$ cat config.mk
export PLATFORM = sky130hd
export DESIGN_NAME = ccff_stream_loader
export DESIGN_NICKNAME = d
export VERILOG_FILES = /design/src/rtl/ccff_stream_loader.sv
export SDC_FILE = /design/constraint.sdc
export NUM_CORES = 1
export LEC_CHECK = 0
export BUFFER_PORTS_ARGS = -buffer_cell sky130_fd_sc_hd__buf_4
export CAP_MARGIN = 20
export CORE_ASPECT_RATIO = 0.8
export CORE_MARGIN = 4
export CORE_UTILIZATION = 60
export DETAILED_ROUTE_END_ITERATION = 8
export GPL_TIMING_DRIVEN = 0
export PLACE_DENSITY_LB_ADDON = 0.05
export SLEW_MARGIN = 15
export SYNTH_ARGS = -nofsm -noshare
export SYNTH_HDL_FRONTEND = slang
export SYNTH_SLANG_ARGS = --single-unit
$ cat constraint.sdc
create_clock -name prog_clk -period 4.45 [get_ports prog_clk]
set_input_delay 0.89 -clock prog_clk [delete_from_list [all_inputs] [get_ports prog_clk]]
set_output_delay 0.89 -clock prog_clk [all_outputs]
set_load 0.005 [all_outputs]
$ cat src/rtl/ccff_stream_loader.sv
// Configuration-chain loader: takes bitstream words over valid/ready, shifts them MSB-first
// into a CCFF chain, and folds the bits leaving the chain tail into a readback parity.
module ccff_stream_loader #(
  parameter int WORD_W    = 8,
  parameter int CHAIN_LEN = 36,
  parameter int CNT_W     = 16
) (
  input  logic              prog_clk,
  input  logic              prog_reset,
  input  logic              start,
  input  logic [WORD_W-1:0] word_data,
  input  logic              word_valid,
  output logic              word_ready,
  output logic              ccff_head,
  output logic              ccff_shift_en,
  input  logic              ccff_tail,
  output logic              busy,
  output logic              done,
  output logic [CNT_W-1:0]  bits_loaded,
  output logic              tail_parity
);

  localparam int NB_W = $clog2(WORD_W + 1);

  typedef enum logic [1:0] {IDLE, WAIT, SHIFT, DONE} state_t;

  state_t            state;
  logic [WORD_W-1:0] shift_reg;
  logic [NB_W-1:0]   nbits;
  logic [CNT_W-1:0]  remaining;
  logic              last_bit;
  logic              chain_full;

  always_comb begin
    remaining  = CNT_W'(CHAIN_LEN) - bits_loaded;
    last_bit   = (nbits == NB_W'(1));
    chain_full = ((bits_loaded + CNT_W'(1)) == CNT_W'(CHAIN_LEN));
  end

  // NOTE: every state and output register is written with <= so all of them see the
  // pre-edge values of each other, which is what makes the registered outputs line up.
  always_ff @(posedge prog_clk or posedge prog_reset) begin
    if (prog_reset) begin
      state         <= IDLE;
      shift_reg     <= '0;
      nbits         <= '0;
      word_ready    <= 1'b0;
      ccff_head     <= 1'b0;
      ccff_shift_en <= 1'b0;
      busy          <= 1'b0;
      done          <= 1'b0;
      bits_loaded   <= '0;
      tail_parity   <= 1'b0;
    end else begin
      case (state)
        IDLE, DONE: begin
          if (start) begin
            state       <= WAIT;
            bits_loaded <= '0;
            tail_parity <= 1'b0;
            done        <= 1'b0;
            busy        <= 1'b1;
            word_ready  <= 1'b1;
          end
        end
        WAIT: begin
          if (word_valid && word_ready) begin
            state         <= SHIFT;
            word_ready    <= 1'b0;
            ccff_shift_en <= 1'b1;
            // The head flop presents the MSB now; the register keeps the bits still to come.
            ccff_head     <= word_data[WORD_W-1];
            shift_reg     <= word_data << 1;
            nbits         <= (remaining < CNT_W'(WORD_W)) ? remaining[NB_W-1:0]
                                                          : NB_W'(WORD_W);
          end
        end
        SHIFT: begin
          shift_reg   <= shift_reg << 1;
          nbits       <= nbits - NB_W'(1);
          bits_loaded <= bits_loaded + CNT_W'(1);
          tail_parity <= tail_parity ^ ccff_tail;
          if (last_bit) begin
            ccff_shift_en <= 1'b0;
            ccff_head     <= 1'b0;
            if (chain_full) begin
              state <= DONE;
              busy  <= 1'b0;
              done  <= 1'b1;
            end else begin
              state      <= WAIT;
              word_ready <= 1'b1;
            end
          end else begin
            ccff_head <= shift_reg[WORD_W-1];
          end
        end
        default: state <= IDLE;
      endcase
    end
  end

endmodule

# Yosys cells after proc, flatten, opt, wreduce, memory -nomap -nowiden
# Cells that the tools add are included.
[word_totals]
ff_bits = 36
input_bits = 13
out_inout_bits = 22
word_cells = 67
[classes]
add_sub_neg = 3
n_lt_le_gt_ge = 1
n_eq_ne = 10
n_mux = 31
bitwise = 1
reduce_logical = 11
[op_table]
columns = ["cell", "n"]
rows = [
  ["one-hot mux 16 bit (2 select lines)", 1],
  ["adder 16 x 1 -> 16 bit, second input constant", 1],
  ["equality test 16 x 6 -> 1 bit, second input constant", 1],
  ["< comparator 16 x 4 -> 1 bit, second input constant", 1],
  ["2-to-1 mux 16 bit", 1],
  ["one-hot mux 8 bit (2 select lines)", 1],
  ["subtractor 6 x 16 -> 16 bit, first input constant", 1],
  ["2-to-1 mux 1 bit", 13],
  ["!= test 2 bit, second input constant", 5],
  ["one-hot mux 1 bit (2 select lines)", 5],
  ["2-to-1 mux 2 bit", 4],
  ["2-to-1 mux 4 bit", 2],
  ["2-to-1 mux 8 bit", 1],
  ["one-hot mux 4 bit (2 select lines)", 1],
  ["AND reduction 4 bit", 2],
  ["one-hot mux 2 bit (3 select lines)", 1],
  ["AND reduction 3 bit", 2],
  ["equality test 2 bit, second input constant", 2],
  ["equality test 4 x 1 -> 1 bit, second input constant", 1],
  ["AND reduction 2 bit", 2],
  ["nonzero test 2 bit", 2],
  ["subtractor 4 x 1 -> 4 bit, second input constant", 1],
  ["one-hot mux 1 bit (3 select lines)", 1],
  ["equality test 2 x 1 -> 1 bit, second input constant", 1],
  ["4 further kinds", 4],
]

# Logic depth before layout (Yosys ltp)
[logic_depth]
depth_word = 5
depth_mapped = 9
ltp_nobuf = 8

# Least setup slack after synthesis
# OpenSTA, ideal clock, no wires.
[synth_timing]
kind = "register to register"
start = "register bits_loaded[0]"
end = "register nbits[3]"
setup_ns = 0.123
arrival_ns = 2.077
required_time_ns = 4.327
path_slack_ns = 2.250
path_stages_with_launch = 9
n_path_buf = 0
path_cell_list = "dfrtp_1 inv_1 ha_1 nor2b_4 or4_4 a211oi_2 o2111ai_1 a2111o_1 o221a_2"
[synth_between]
elab_chain_len = 5
[synth_lines]
columns = ["item", "line", "text"]
rows = [
  ["start, declared", "19", "output logic [CNT_W-1:0] bits_loaded,"],
  ["start signal, assigned", "81", "bits_loaded <= bits_loaded + CNT_W'(1);"],
  ["subtractor 6 x 16 -> 16 bit *", "35", "remaining = CNT_W'(CHAIN_LEN) - bits_loaded;"],
  ["< comparator 16 x 4 -> 1 bit", "74", "nbits <= (remaining < CNT_W'(WORD_W)) ? remaining[NB_W-1:0]"],
  ["2-to-1 mux 4 bit *", "74", ""],
  ["2-to-1 mux 4 bit *", "67", "if (word_valid && word_ready) begin"],
  ["one-hot mux 4 bit (2 select lines) *", "55", "case (state)"],
  ["end signal, assigned", "74", ""],
  ["end signal, assigned", "80", "nbits <= nbits - NB_W'(1);"],
  ["end, declared", "29", "logic [NB_W-1:0] nbits;"],
]
# Every way passes the cells marked *; elsewhere a longest branch is shown, timed or not. The select of a mux whose other input is x is not followed.
# A chain may end at the register's enable or synchronous reset.

# Worst setup path after layout
[layout_timing]
start = "register state[0]"
end = "register ccff_shift_en"
[layout_between]
elab_chain_len = 3
[layout_lines]
columns = ["item", "line", "text"]
rows = [
  ["start, declared", "27", "state_t state;"],
  ["start signal, assigned", "44", "state <= IDLE;"],
  ["start signal, assigned", "58", "state <= WAIT;"],
  ["start signal, assigned", "68", "state <= SHIFT;"],
  ["equality test 2 bit or equality test 2 x 1 -> 1 bit (tied branches)", "55", ""],
  ["!= test 2 bit (no source line) or nonzero test 2 bit (tied branches)", "-", ""],
  ["AND reduction 3 bit (no source line)", "-", ""],
  ["end signal, assigned", "49", "ccff_shift_en <= 1'b0;"],
  ["end signal, assigned", "70", "ccff_shift_en <= 1'b1;"],
  ["end signal, assigned", "84", "ccff_shift_en <= 1'b0;"],
  ["end, declared", "15", "output logic ccff_shift_en,"],
]
# Several ways; a longest one is shown, not always the timed one.

==> run summary <==
port bufs = 34
FP Rows = 19
CP Launch Point = state[0]
vias in the first global route = 2061
CTS tree = done
kind of critical path = flop to flop
Yosys warnings = 0
Setup TNS Final = 0 ns
Synth Instances = 272
ys flop type = dfrtp_1
Root Buffer = clkbuf_8
max_slew headroom = 0.4333
# nets final = 333
PD cells = 416.9 nW/um^2
DRC violations left = 0
clk_lat worst skew = 0.29 ns
period utilization = 0.5614
post-CTS setup buffer count = 0
# H-tree levels = 2
largest net degree at the start of global routing = 36
register bit count reported by yosys = 35
Setup crit end kind = flop
DP HPWL = 3911 um
core footprint = 3566 um^2
mapped cell area = 2318 um^2
Remaining Overflow, GRT = 0
Detailed Routing Iterations Pass 1 = 5
initial core utilization = 0.6502
final worst setup slack = 1.952 ns
net count after synthesis = 292
post-CTS sizing = 0
wire length of the first global-routing pass = 9680 um
proportion of layout cells with a drive suffix above 1 = 0.1917
Hold Crit Class = flop to flop
clock sink count = 35
Clock Pin Slew Worst Setup and Hold Paths = 0.07 ns
Clock Path Buffers = 2
WL/cell = 15.83 um
via/cell ratio = 6.203
Worst Path Arrival = 2.69 ns
Synth area leaders = dfrtp_1 (38%), o21ai_0 (6.9%), nand2_1 (5.2%), mux2i_1 (4.3%), ha_1 (3.8%)
maximum clock frequency = 0.4003 GHz
status = finished clean
Pwr Total = 0.001131 W
Num CTS Buffers = 5
FFs w/ async S/R, synth = 1.000
Total Die Area = 4929 um^2
Total GRT Usage = 0.2434
VDD IR-drop max = 323.0 uV
DP Worst Slack = 2.058 ns
cell area after layout = 2714 um^2
worst hold start = ccff_head
Slew Viols, Final = 0
r2r startpoint = state[0]
RSZ-0062 raised after global routing = false
Final Skew = 0.006264 ns
CP Max Fanout = 10
Final setup viols = 0
initial antenna violation count = 0
leakage = 1.231 nW
GP Congestion = 0.8929
min cycle time layout = 2.498 ns
CTS Hold Bufs = 0
die span in x = 77.50 um
Final Hold Viols = 0
IO Pins = 35
post-synth top area cell = dfrtp_1
max reg flops = 16
routed wire length = 5620 um
Max Cap Violations = 0
Layout area overhead = 17.05%
Worst EP required = 4.64 ns
Setup crit start kind = flop
Fin Hold WS = 0.4849 ns
fillers = 298
1st-iter DRT viols = 213
# diodes = 0
worst-margin pin slew = 0.8461 ns
Mean Syn Cell Area = 8.524 um^2
Final ANT Viol Nets = 0
area share of the leading cell type in the synthesized netlist = 0.3778
Via Count = 2202
sequential cell area fraction in the yosys report = 0.3778
Die Span Y = 63.60 um
Cell Area, Placed = 2626 um^2
Yosys cell types = 53
number of synthesized flops with an enable pin = 0
-- synth_stat cells, types with 4 or more instances --
library cell / n
o21ai_0: 32
mux2i_1: 10
nor2_1: 14
nor3_1: 5
ha_1: 7
xnor2_1: 5
inv_1: 13
nand2_1: 32
o31ai_1: 6
a31oi_1: 4
nand4_1: 9
nand3_1: 7
buf_2: 5
and3_1: 4
a21oi_1: 9
dfrtp_1: 35
xor2_1: 5
clkbuf_1: 15
-- final timing paths --
kind / to / slack, ns / cells after the start
worst min-delay path: ccff_head / 0.48 / 2
worst max register to register: ccff_shift_en / 1.95 / 8
min in group asynchronous: word_ready / 0.72 / 2
worst max-delay path: ccff_shift_en / 1.95 / 8
worst min register to register: ccff_head / 0.48 / 2
max in group asynchronous: bits_loaded[5] / 3.26 / 2
-- kinds of logic after synthesis --
family                   after synthesis  share of synthesized area
AND/OR/NAND/NOR                       97                     0.2191
AO/OA/AOI/OAI                         75                     0.2040
buffers and inverters                 36                    0.07069
flip-flops                            35                     0.3778
multiplexers                          12                    0.05289
XOR/XNOR                              10                    0.03777
adder cells (fa/ha/maj)                7                    0.03777
-- placed cells by master (no fill, tap or decap), types with 9 or more instances in the layout --
cell type | Yosys | routed
a21oi_1 | 9 | 9
buf_4 | 0 | 34
clkbuf_1 | 15 | 15
dfrtp_1 | 35 | 35
inv_1 | 13 | 12
mux2i_1 | 10 | 10
nand2_1 | 32 | 32
nand4_1 | 9 | 9
nor2_1 | 14 | 14
o21ai_0 | 32 | 32
-- critical path, cell delays in order (launching register included) --
cell and delay (ns):
dfrtp_1 0.40, inv_1 0.06, ha_1 0.19, clkbuf_1 0.21, nor2b_1 0.19, a31oi_1 0.63
clkbuf_1 0.38, o21ai_0 0.21, o21ai_0 0.13
-- layer usage --
metal / wire length, um / GRT usage
met5: 0 / 0
met4: 88 / 0.09778
met3: 410 / 0.06268
met2: 2459 / 0.3545
met1: 2661 / 0.3436
-- where the power goes --
group          switching (W)  internal (W)
Clock               0.000114      0.000121
Sequential         0.0000655      0.000388
Combinational       0.000263      0.000179
-- through the flow --
stage	util	cells
CTS	0.7611	355
finish	0.7611	355
global route	0.7611	355
detailed placement	0.7365	348
global placement	0.7365	348
floorplan	-	272
-- area by class of cell --
class / count / area (um^2) / share of cell area
Tap cell: 42 / 52.55 / 0.01936
Multi-Input combinational cell: 201 / 1279 / 0.4712
Timing Repair Buffer: 34 / 255.2 / 0.09405
Sequential cell: 35 / 875.8 / 0.3227
Inverter: 13 / 48.80 / 0.01798
Clock buffer: 6 / 82.58 / 0.03043
Buffer: 23 / 115.1 / 0.04242
Clock inverter: 1 / 5.005 / 0.001844
Note: power is estimated with default switching activity, not from simulation.
